### src/rtl/dmem_arbiter.sv
// dmem_arbiter: round-robin arbiter sharing one single-ported data
// memory between NUM_CORES cores, one access every two cycles.
module dmem_arbiter #(
  parameter int NUM_CORES = 4,
  parameter int ADDR_W    = 32,
  parameter int DATA_W    = 32
) (
  input  logic                        Clk,
  input  logic                        Reset,
  input  logic [NUM_CORES-1:0]        core_req,
  input  logic [NUM_CORES-1:0]        core_we,
  input  logic [NUM_CORES-1:0]        core_half,
  input  logic [NUM_CORES-1:0]        core_byte,
  input  logic [NUM_CORES*ADDR_W-1:0] core_addr,
  input  logic [NUM_CORES*DATA_W-1:0] core_wdata,
  output logic [DATA_W-1:0]           core_rdata,
  output logic [NUM_CORES-1:0]        core_done,
  output logic [NUM_CORES-1:0]        core_stall,
  output logic                        mem_en,
  output logic                        mem_we,
  output logic                        mem_half,
  output logic                        mem_byte,
  output logic [ADDR_W-1:0]           mem_addr,
  output logic [DATA_W-1:0]           mem_wdata,
  input  logic [DATA_W-1:0]           mem_rdata
);

  localparam int IW = $clog2(NUM_CORES);
  localparam logic [IW-1:0] LAST_RST = IW'(NUM_CORES - 1);

  typedef enum logic [1:0] {
    IDLE  = 2'd0,
    ISSUE = 2'd1,
    RESP  = 2'd2
  } state_t;

  typedef struct packed {
    logic              we;
    logic              half;
    logic              bsel;
    logic [ADDR_W-1:0] addr;
    logic [DATA_W-1:0] wdata;
  } cmd_t;

  state_t                 state;
  state_t                 nxt;
  logic [IW-1:0]          grant;
  logic [IW-1:0]          last;
  cmd_t                   cmd;
  logic [NUM_CORES-1:0]   elig;
  logic [IW-1:0]          win;
  logic                   found;
  logic                   arb_on;
  logic                   take;

  // Arbitration happens in IDLE and again in RESP for back-to-back service.
  assign arb_on = (state == IDLE) || (state == RESP);
  assign take   = arb_on & found;

  // The core finishing this cycle is masked so others get a turn.
  assign elig = core_req & ~core_done;

  // Round-robin search starting just after the last winner.
  always_comb begin
    win   = last;
    found = 1'b0;
    for (int k = 1; k <= NUM_CORES; k++) begin
      if (!found && elig[(int'(last) + k) % NUM_CORES]) begin
        win   = IW'((int'(last) + k) % NUM_CORES);
        found = 1'b1;
      end
    end
  end

  // State register.
  always_ff @(posedge Clk) begin
    if (Reset) begin
      state <= IDLE;
    end else begin
      state <= nxt;
    end
  end

  // Next-state logic.
  always_comb begin
    nxt = IDLE;
    case (state)
      IDLE:    nxt = found ? ISSUE : IDLE;
      ISSUE:   nxt = RESP;
      RESP:    nxt = found ? ISSUE : IDLE;
      default: nxt = IDLE;
    endcase
  end

  // Capture the winner and its command at grant time only.
  always_ff @(posedge Clk) begin
    if (Reset) begin
      grant <= '0;
      last  <= LAST_RST;
      cmd   <= '0;
    end else if (take) begin
      grant     <= win;
      last      <= win;
      cmd.we    <= core_we[win];
      cmd.half  <= core_half[win];
      cmd.bsel  <= core_byte[win];
      cmd.addr  <= core_addr[int'(win)*ADDR_W +: ADDR_W];
      cmd.wdata <= core_wdata[int'(win)*DATA_W +: DATA_W];
    end
  end

  // Memory strobes in ISSUE, completion and load data in RESP.
  always_comb begin
    mem_en     = 1'b0;
    mem_we     = 1'b0;
    mem_half   = 1'b0;
    mem_byte   = 1'b0;
    mem_addr   = '0;
    mem_wdata  = '0;
    core_done  = '0;
    core_rdata = '0;
    case (state)
      ISSUE: begin
        mem_en    = 1'b1;
        mem_we    = cmd.we;
        mem_half  = cmd.half;
        mem_byte  = cmd.bsel;
        mem_addr  = cmd.addr;
        mem_wdata = cmd.wdata;
      end
      RESP: begin
        core_done[grant] = 1'b1;
        core_rdata = cmd.we ? '0 : mem_rdata;
      end
      default: begin
      end
    endcase
  end

  assign core_stall = core_req & ~core_done;

endmodule
### config.mk
export PLATFORM = sky130hd
export DESIGN_NAME = dmem_arbiter
export DESIGN_NICKNAME = d
export VERILOG_FILES = /design/src/rtl/dmem_arbiter.sv
export SDC_FILE = /design/constraint.sdc
export NUM_CORES = 1
export LEC_CHECK = 0
export CAP_MARGIN = 15
export CELL_PAD_IN_SITES_DETAIL_PLACEMENT = 1
export CELL_PAD_IN_SITES_GLOBAL_PLACEMENT = 1
export CORE_AREA = 3 3 159 161
export DETAILED_ROUTE_END_ITERATION = 6
export DIE_AREA = 0 0 162 164
export MAX_ROUTING_LAYER = met4
export PLACE_DENSITY = 0.75
export SLEW_MARGIN = 20
export SYNTH_ARGS = -nofsm -noshare
export SYNTH_HDL_FRONTEND = slang
export SYNTH_SLANG_ARGS = --single-unit
export TNS_END_PERCENT = 30
### constraint.sdc
create_clock -name Clk -period 2.76 [get_ports Clk]
set_input_delay 0.552 -clock Clk [delete_from_list [all_inputs] [get_ports Clk]]
set_output_delay 0.552 -clock Clk [all_outputs]
set_load 0.1 [all_outputs]
After elaboration in Yosys (flattened, before gate mapping):

Index checks and enable logic that the tools add are counted.
W data, S select, Z words.

* register bits after elaboration: 73
* logic and storage cells: 83
* output and inout port bits: 108
* bits of input ports: 306

* equal/unequal tests: 2
* order comparisons: 7
* reductions and logical operators: 14
* multiplexer cells: 39
* add/subtract/negate cells: 4
* shifts and indexed selects: 2
* bitwise gates (word level): 7

Operators with widths (number)
* $shiftx A128 B8 Y32: 2
* $mux W32: 4
* $mux W1: 21
* $lt A3 B4 Y1 const B: 4
* $bmux W1 S2: 7
* $reduce_or A2 Y1: 5
* $mux W2: 4
* $lt A2 B3 Y1 const B: 2
* $add A2 B1 Y2 const B: 2
* $add A2 B2 Y2 const B: 2
* $and A1 B1 Y1 const A: 4
* $and A4 B4 Y4: 1
* $logic_and A1 B1 Y1: 4
* $mux W4: 1
* $not A4 Y4: 1
* $pmux W2 S2: 1
* $logic_not A1 Y1: 3
* $demux W1 S2: 1
* $eq A2 B1 Y1 const B: 1
* $eq A2 B2 Y1 const B: 1
* $ge A2 B1 Y1 const B: 1
* $logic_not A2 Y1: 1
* $and A1 B1 Y1: 1
* $logic_or A1 B1 Y1: 1

Depth between registers and ports, before layout:

Gate-level depths: netlist of run 1.

* word-level depth: 22
* mapped depth: 9
* depth with buffers taken out: 7

Worst setup path after synthesis of run 1:

No wires, ideal clock.

* kind: reg2out
* start: reg state[0]
* end: out mem_addr[22]
* arrival: 2560 ps
* setup slack: -352 ps
* cell stages (with the launch flop): 4
* required time: 2208 ps
* path buffers: 1
* path through: dfxtp_1 > nor2b_1 > clkbuf_1 > and2_1

* cells in the longest elaborated chain, start to end: 2

RTL lines
* start: declaration: RTL line 45 `state_t state;`
* start signal: assignment: RTL line 80 `state <= nxt;`
* $eq A2 B1 Y1: RTL line 122 `case (state)`
* $mux W32: RTL line 122
* end: declaration: RTL line 23 `output logic [ADDR_W-1:0] mem_addr,`

No other way between the ends.

Worst setup path in the final report of run 1:

* start: reg state[0]
* end: out mem_addr[15]

The elaborated chain is that of the path after synthesis.

==> results.txt, run 1 <==
Hold Path End = cmd[18]
starting density of the core = 20.51%
Peak VDD IR = 0.0002874 V
clock share of power = 25.2%
register clock-pin slew on the reported worst setup and hold paths = 0.07 ns
CTS resizes = 0
max-cap viol count = 0
post-synth cell types = 40
I/O Buffers = 413
via count of the routed design = 5685
number of global-route vias before repair = 6248
Ports = 414
slowest stage delay, CP = 0.48 ns
Setup TNS = 0 ns
Layout area overhead = 119.3%
CP startpoint = state[0]
DIE AREA = 26570 um^2
initial antenna violation count = 0
final period utilization = 87.47%
Clock Skew = 0.01337 ns
Hold Fails Final Rpt = 0
pin count of the biggest net entering global routing = 68
Fillers = 2666
worst-margin pin slew = 0.3818 ns
CP required = 2.21 ns
maximum fanout along the worst path = 37
DRT iter0 DRCs = 164
Root Buffer = clkbuf_16
Critical Path AT = 1.86 ns
H-tree depth = 3
die width = 162 um
DRC violations left = 0
Max clock buf depth = 2
post-CTS setup buffer count = 0
post-placement cell area = 10510 um^2
Die H = 164 um
reg2reg setup slack = 0.42 ns
R2R cell count = 8
asr flop ratio synth = 0%
Power Internal = 3321 uW
Buf/Inv on CP = 2
cts bufs inserted = 9
ant diodes = 0
drt first pass iters = 4
Core Area = 24110 um^2
FF+latch area = 1461 um^2
final-report max-slew violation count = 0
largest cells by area after synthesis = dfxtp_1 30%, mux2i_1 27%, and2_1 13%
Synthesized Nets = 837
Worst R2R Start = state[0]
TritonCTS sink count = 73
footprint of the multi-input gates = 3147 um^2
top cell type by total area after synthesis = dfxtp_1
total congestion overflow = 0
post-route ant nets = 0
Hold Path Stages = 2
Top FF cell, synth = dfxtp_1
DP Cell Count = 1247
switching part of the total power = 36.99%
Post-synth EDFFs = 0
cts hold-fix bufs = 0
Yosys reg bits = 73
count leader, synth = mux2i_1
Rows = 57
WL/cell = 19.17 um
startpoint types = flip-flop
CP Capture Type = primary output
family with the most delay on the worst path = buffers and inverters
hold_ws = 0.4535 ns
final core utilization = 44.98%
fin crit period = 2.414 ns
Max Fclk = 414.2 MHz
status = finished, final reports clean
Post-Route WL = 24210 um
Comb power frac = 49.4%
top cells by count, synth = 134 x mux2i_1, 99 x and2_1, 73 x dfxtp_1, 70 x nand2_1, 67 x o221ai_1
first-pass GRT wire length = 36020 um
switching power = 1950 uW
RSZ-0062 raised after global routing = no
clk_lat worst skew = 0.34 ns
final setup fails = 0
Post-Synthesis Cell Area = 4943 um^2
critical path's slowest cell = dfxtp_1
share of cells above drive strength 1 = 17.68%
Setup Crit Path Kind = reg2out
Finished Layout Cells = 1263
PwrDens = 486.2 nW/um^2
Worst Hold Class = reg2reg
drt via density = 4.501
share of the synthesized area in the top cell type = 29.56%
Rel. slew slack = 73.89%
RR Endpoint = cmd[4]
gr usage total = 18.08%
Cells after Synth = 531
CTS tree = done
P_leak = 0.004497 uW
Post-DP HPWL = 19490 um
Finished Cell Area = 10840 um^2
post-synthesis sequential area ratio = 29.56%
GPL Wtd Cong = 0.8109
Synth Area per Inst = 9.310 um^2
Critical Path, Cell by Cell = nor2b_4 -> buf_4 -> and2_1 -> buf_12
YS warnings = 0
hold_sp = cmd[18]
nets@finish = 1240
Sequential Power Share = 25.4%
## kinds of logic after synthesis
family | share of synthesized area (%)
AND/OR/NAND/NOR | 22.04
multiplexers | 27.13
AO/OA/AOI/OAI | 14.22
flip-flops | 29.56
buffers and inverters | 7.036
## layout by cell type (no fill, tap or decap), types with 2 or more instances in the layout
cell | Yosys | layout
and2_1 | 99 | 99
buf_12 | 1 | 114
buf_4 | 3 | 18
bufinv_16 | 0 | 2
clkbuf_16 | 0 | 9
clkbuf_8 | 0 | 2
clkdlybuf4s50_1 | 0 | 305
clkinvlp_4 | 0 | 2
dfxtp_1 | 73 | 73
inv_1 | 5 | 5
inv_2 | 2 | 2
mux2i_1 | 134 | 134
nand2_1 | 70 | 70
nand2_2 | 2 | 2
nand2b_4 | 3 | 3
nor2_1 | 5 | 5
nor2_4 | 1 | 2
nor2b_1 | 3 | 2
nor3_1 | 2 | 2
o221ai_1 | 67 | 67
## routing by layer
layer | vias up | part of all wire (%) | track usage, %
met5 | - | 0 | -
met4 | 0 | 2.0 | 5.351
met3 | 26 | 8.1 | 5.422
met2 | 253 | 54 | 33.68
met1 | 2669 | 36 | 18.30
li1 | 2737 | - | -
## layout make-up
class                           instances  share of cell area, %
Clock buffer                           12                  2.366
Sequential cell                        73                  13.48
Inverter                                7                 0.2424
Clock inverter                          4                 0.6924
Tap cell                              324                  3.739
Multi-Input combinational cell        406                  29.02
Timing Repair Buffer                  437                  50.46
## flip-flops by register name, indices dropped and copies added (netlist names)
name	count
grant	2
cmd	67
state	2
last	2
## power by group through the flow
| stage | Sequential, uW | Clock [uW] | Combinational [uW] |
|---|---|---|---|
| floorplan | 1330 | 0 | 1530 |
| detailed placement | 1360 | 0 | 2620 |
| CTS | 1340 | 1390 | 2630 |
| finish | 1340 | 1330 | 2600 |
| global route | 1370 | 1430 | 2740 |
| global placement | 1350 | 0 | 2580 |
## metrics by stage
step,setup slack [ns],total power [uW]
2_1_floorplan,0.02404,2862
3_3_place_gp,0.09972,3937
3_5_place_dp,0.03697,3983
4_1_cts,0.3222,5357
5_1_grt,0.2398,5536
6_report,0.3459,5271
## how the worst max path moves through the flow
stage | depth (start not counted) | endpoint | slack [ns]
3_5_place_dp | 8 | cmd[0] | 0.04
5_1_grt | 4 | mem_addr[15] | 0.24
4_1_cts | 4 | mem_addr[15] | 0.32
2_1_floorplan | 8 | cmd[10] | 0.02
3_3_place_gp | 8 | cmd[59] | 0.1
6_report | 4 | mem_addr[15] | 0.35
## worst min-delay path, cell delays in order, from the launching register on
cell and delay [ns]:
dfxtp_1 0.32, nand2_1 0.05, o221ai_1 0.05
(Power assumes the default switching activity.)
==> run 2: changes to the inputs <==
--- a/config.mk
+++ b/config.mk
@@ -12,7 +12,7 @@
 export DETAILED_ROUTE_END_ITERATION = 6
 export DIE_AREA = 0 0 162 164
 export MAX_ROUTING_LAYER = met4
-export PLACE_DENSITY = 0.75
+export PLACE_DENSITY = 0.79
 export SLEW_MARGIN = 20
 export SYNTH_ARGS = -nofsm -noshare
 export SYNTH_HDL_FRONTEND = slang
==> results.txt, run 2 (synthesis results as in run 1) <==
CTS resizes = 0
reg2reg setup slack = 0.43 ns
met1 wire length = 8788 um
Max Fclk = 424.4 MHz
final period utilization = 85.37%
flip-flop count of the largest register after layout = 67
initial antenna violation count = 2
max-cap viol count = 0
GPL Wtd Cong = 0.8109
CTS tree = done
Post-DP HPWL = 20000 um
nets@finish = 1244
Setup TNS = 0 ns
maximum fanout along the worst path = 24
CP Capture Type = flip-flop
starting density of the core = 20.51%
Reg with most FFs = cmd
footprint of the multi-input gates = 3147 um^2
Hold Fails Final Rpt = 0
Rel. slew slack = 68.48%
most used cell, CP = buf_12
overall power = 5242 uW
cts hold-fix bufs = 0
DIE AREA = 26570 um^2
drt first pass iters = 5
Critical Path, Cell by Cell = clkdlybuf4s50_1 -> nand2_2 -> a311o_2 -> nor2_8 -> buf_12 -> buf_12 -> mux2i_1 -> o221ai_1
final setup fails = 0
Max clock buf depth = 2
critical path's slowest cell = clkdlybuf4s50_1
die width = 162 um
clk_lat worst skew = 0.34 ns
first-pass GRT wire length = 36000 um
Layout area overhead = 119.3%
most frequent cells in the layout = 305 x clkdlybuf4s50_1, 134 x mux2i_1, 112 x buf_12
total congestion overflow = 0
Fillers = 2664
Core Area = 24110 um^2
register clock-pin slew on the reported worst setup and hold paths = 0.06 ns
family with the most delay on the worst path = buffers and inverters
Peak VDD IR = 0.0002089 V
Die H = 164 um
Post-Route WL = 24250 um
DR WL met3 = 1962 um
final-report max-slew violation count = 0
most common cell after layout, fill and taps aside = clkdlybuf4s50_1
share of cells above drive strength 1 = 18.05%
status = finished, final reports clean
fin crit period = 2.356 ns
FF+latch area = 1461 um^2
max layer used = met4
Ports = 414
H-tree depth = 3
Rows = 57
Root Buffer = clkbuf_16
gr usage total = 18.01%
worst-margin pin slew = 0.4728 ns
pin count of the biggest net entering global routing = 70
DRT iter0 DRCs = 176
Critical Path AT = 2.54 ns
post-route ant nets = 0
P_leak = 0.004503 uW
cts bufs inserted = 9
drt via density = 4.496
Buf/Inv on CP = 3
RSZ-0062 raised after global routing = no
Setup Crit Path Kind = in2reg
via count of the routed design = 5701
PwrDens = 483.6 nW/um^2
Clock Skew = 0.01491 ns
slowest stage delay, CP = 0.50 ns
WL/cell = 19.12 um
CP required = 2.95 ns
DRC violations left = 0
TritonCTS sink count = 73
I/O Buffers = 413
number of global-route vias before repair = 6363
startpoint types = input port
Worst Hold Class = reg2reg
WL met2 = 13040 um
post-CTS setup buffer count = 0
-- run 2: path summary, 6_finish.rpt --
check | start | endpoint | cells after the start
max | core_req[0] | cmd[35] | 8
min | cmd[40] | cmd[40] | 2
max reg2reg | state[0] | cmd[54] | 8
min reg2reg | cmd[40] | cmd[40] | 2
-- run 2: power by group --
part           internal [uW]  leakage [uW]  switching, uW  total, uW
clock network            811      0.000151            489       1300
registers               1240      0.000604           99.4       1340
logic                   1230       0.00375           1370       2600
total                   3290       0.00450           1950       5240
-- run 2: worst reg2reg max path: stages (launching register included) --
cell       delay (ns)
dfxtp_1          0.45
and4b_1          0.28
a2111oi_0        0.45
a311o_2          0.26
nor2_8           0.05
buf_12           0.17
buf_4            0.21
mux2i_1          0.18
o221ai_1         0.16
-- run 2: routing by layer --
metal	up-vias	global-route usage, %
met4	0	4.575
met5	-	-
met1	2656	18.12
met3	25	5.725
met2	271	33.80
li1	2749	-
-- run 2: final cells by class --
class / instances / area share [%]
flip-flops and latches: 73 / 13.48
inverters: 7 / 0.2424
clock buffers: 10 / 2.205
well taps: 324 / 3.740
multi-input cells: 406 / 29.03
clock inverters: 5 / 0.7388
repair buffers: 441 / 50.51
diodes: 2 / 0.04617
-- run 2: per-stage QoR --
| step | cell area, um^2 | hold slack, ns | worst slack, ns | std cells | utilization (%) |
|---|---|---|---|---|---|
| global placement | 10520 | 0.4330 | 0.1052 | 1251 | 43.62 |
| detailed placement | 10520 | 0.4424 | 0.01960 | 1251 | 43.62 |
| global route | 10840 | 0.4845 | 0.2669 | 1268 | 44.97 |
| finish | 10840 | 0.4553 | 0.4039 | 1268 | 44.97 |
| CTS | 10830 | 0.4600 | 0.3485 | 1266 | 44.94 |
| floorplan | 4945 | 0.4241 | 0.02404 | 531 | - |
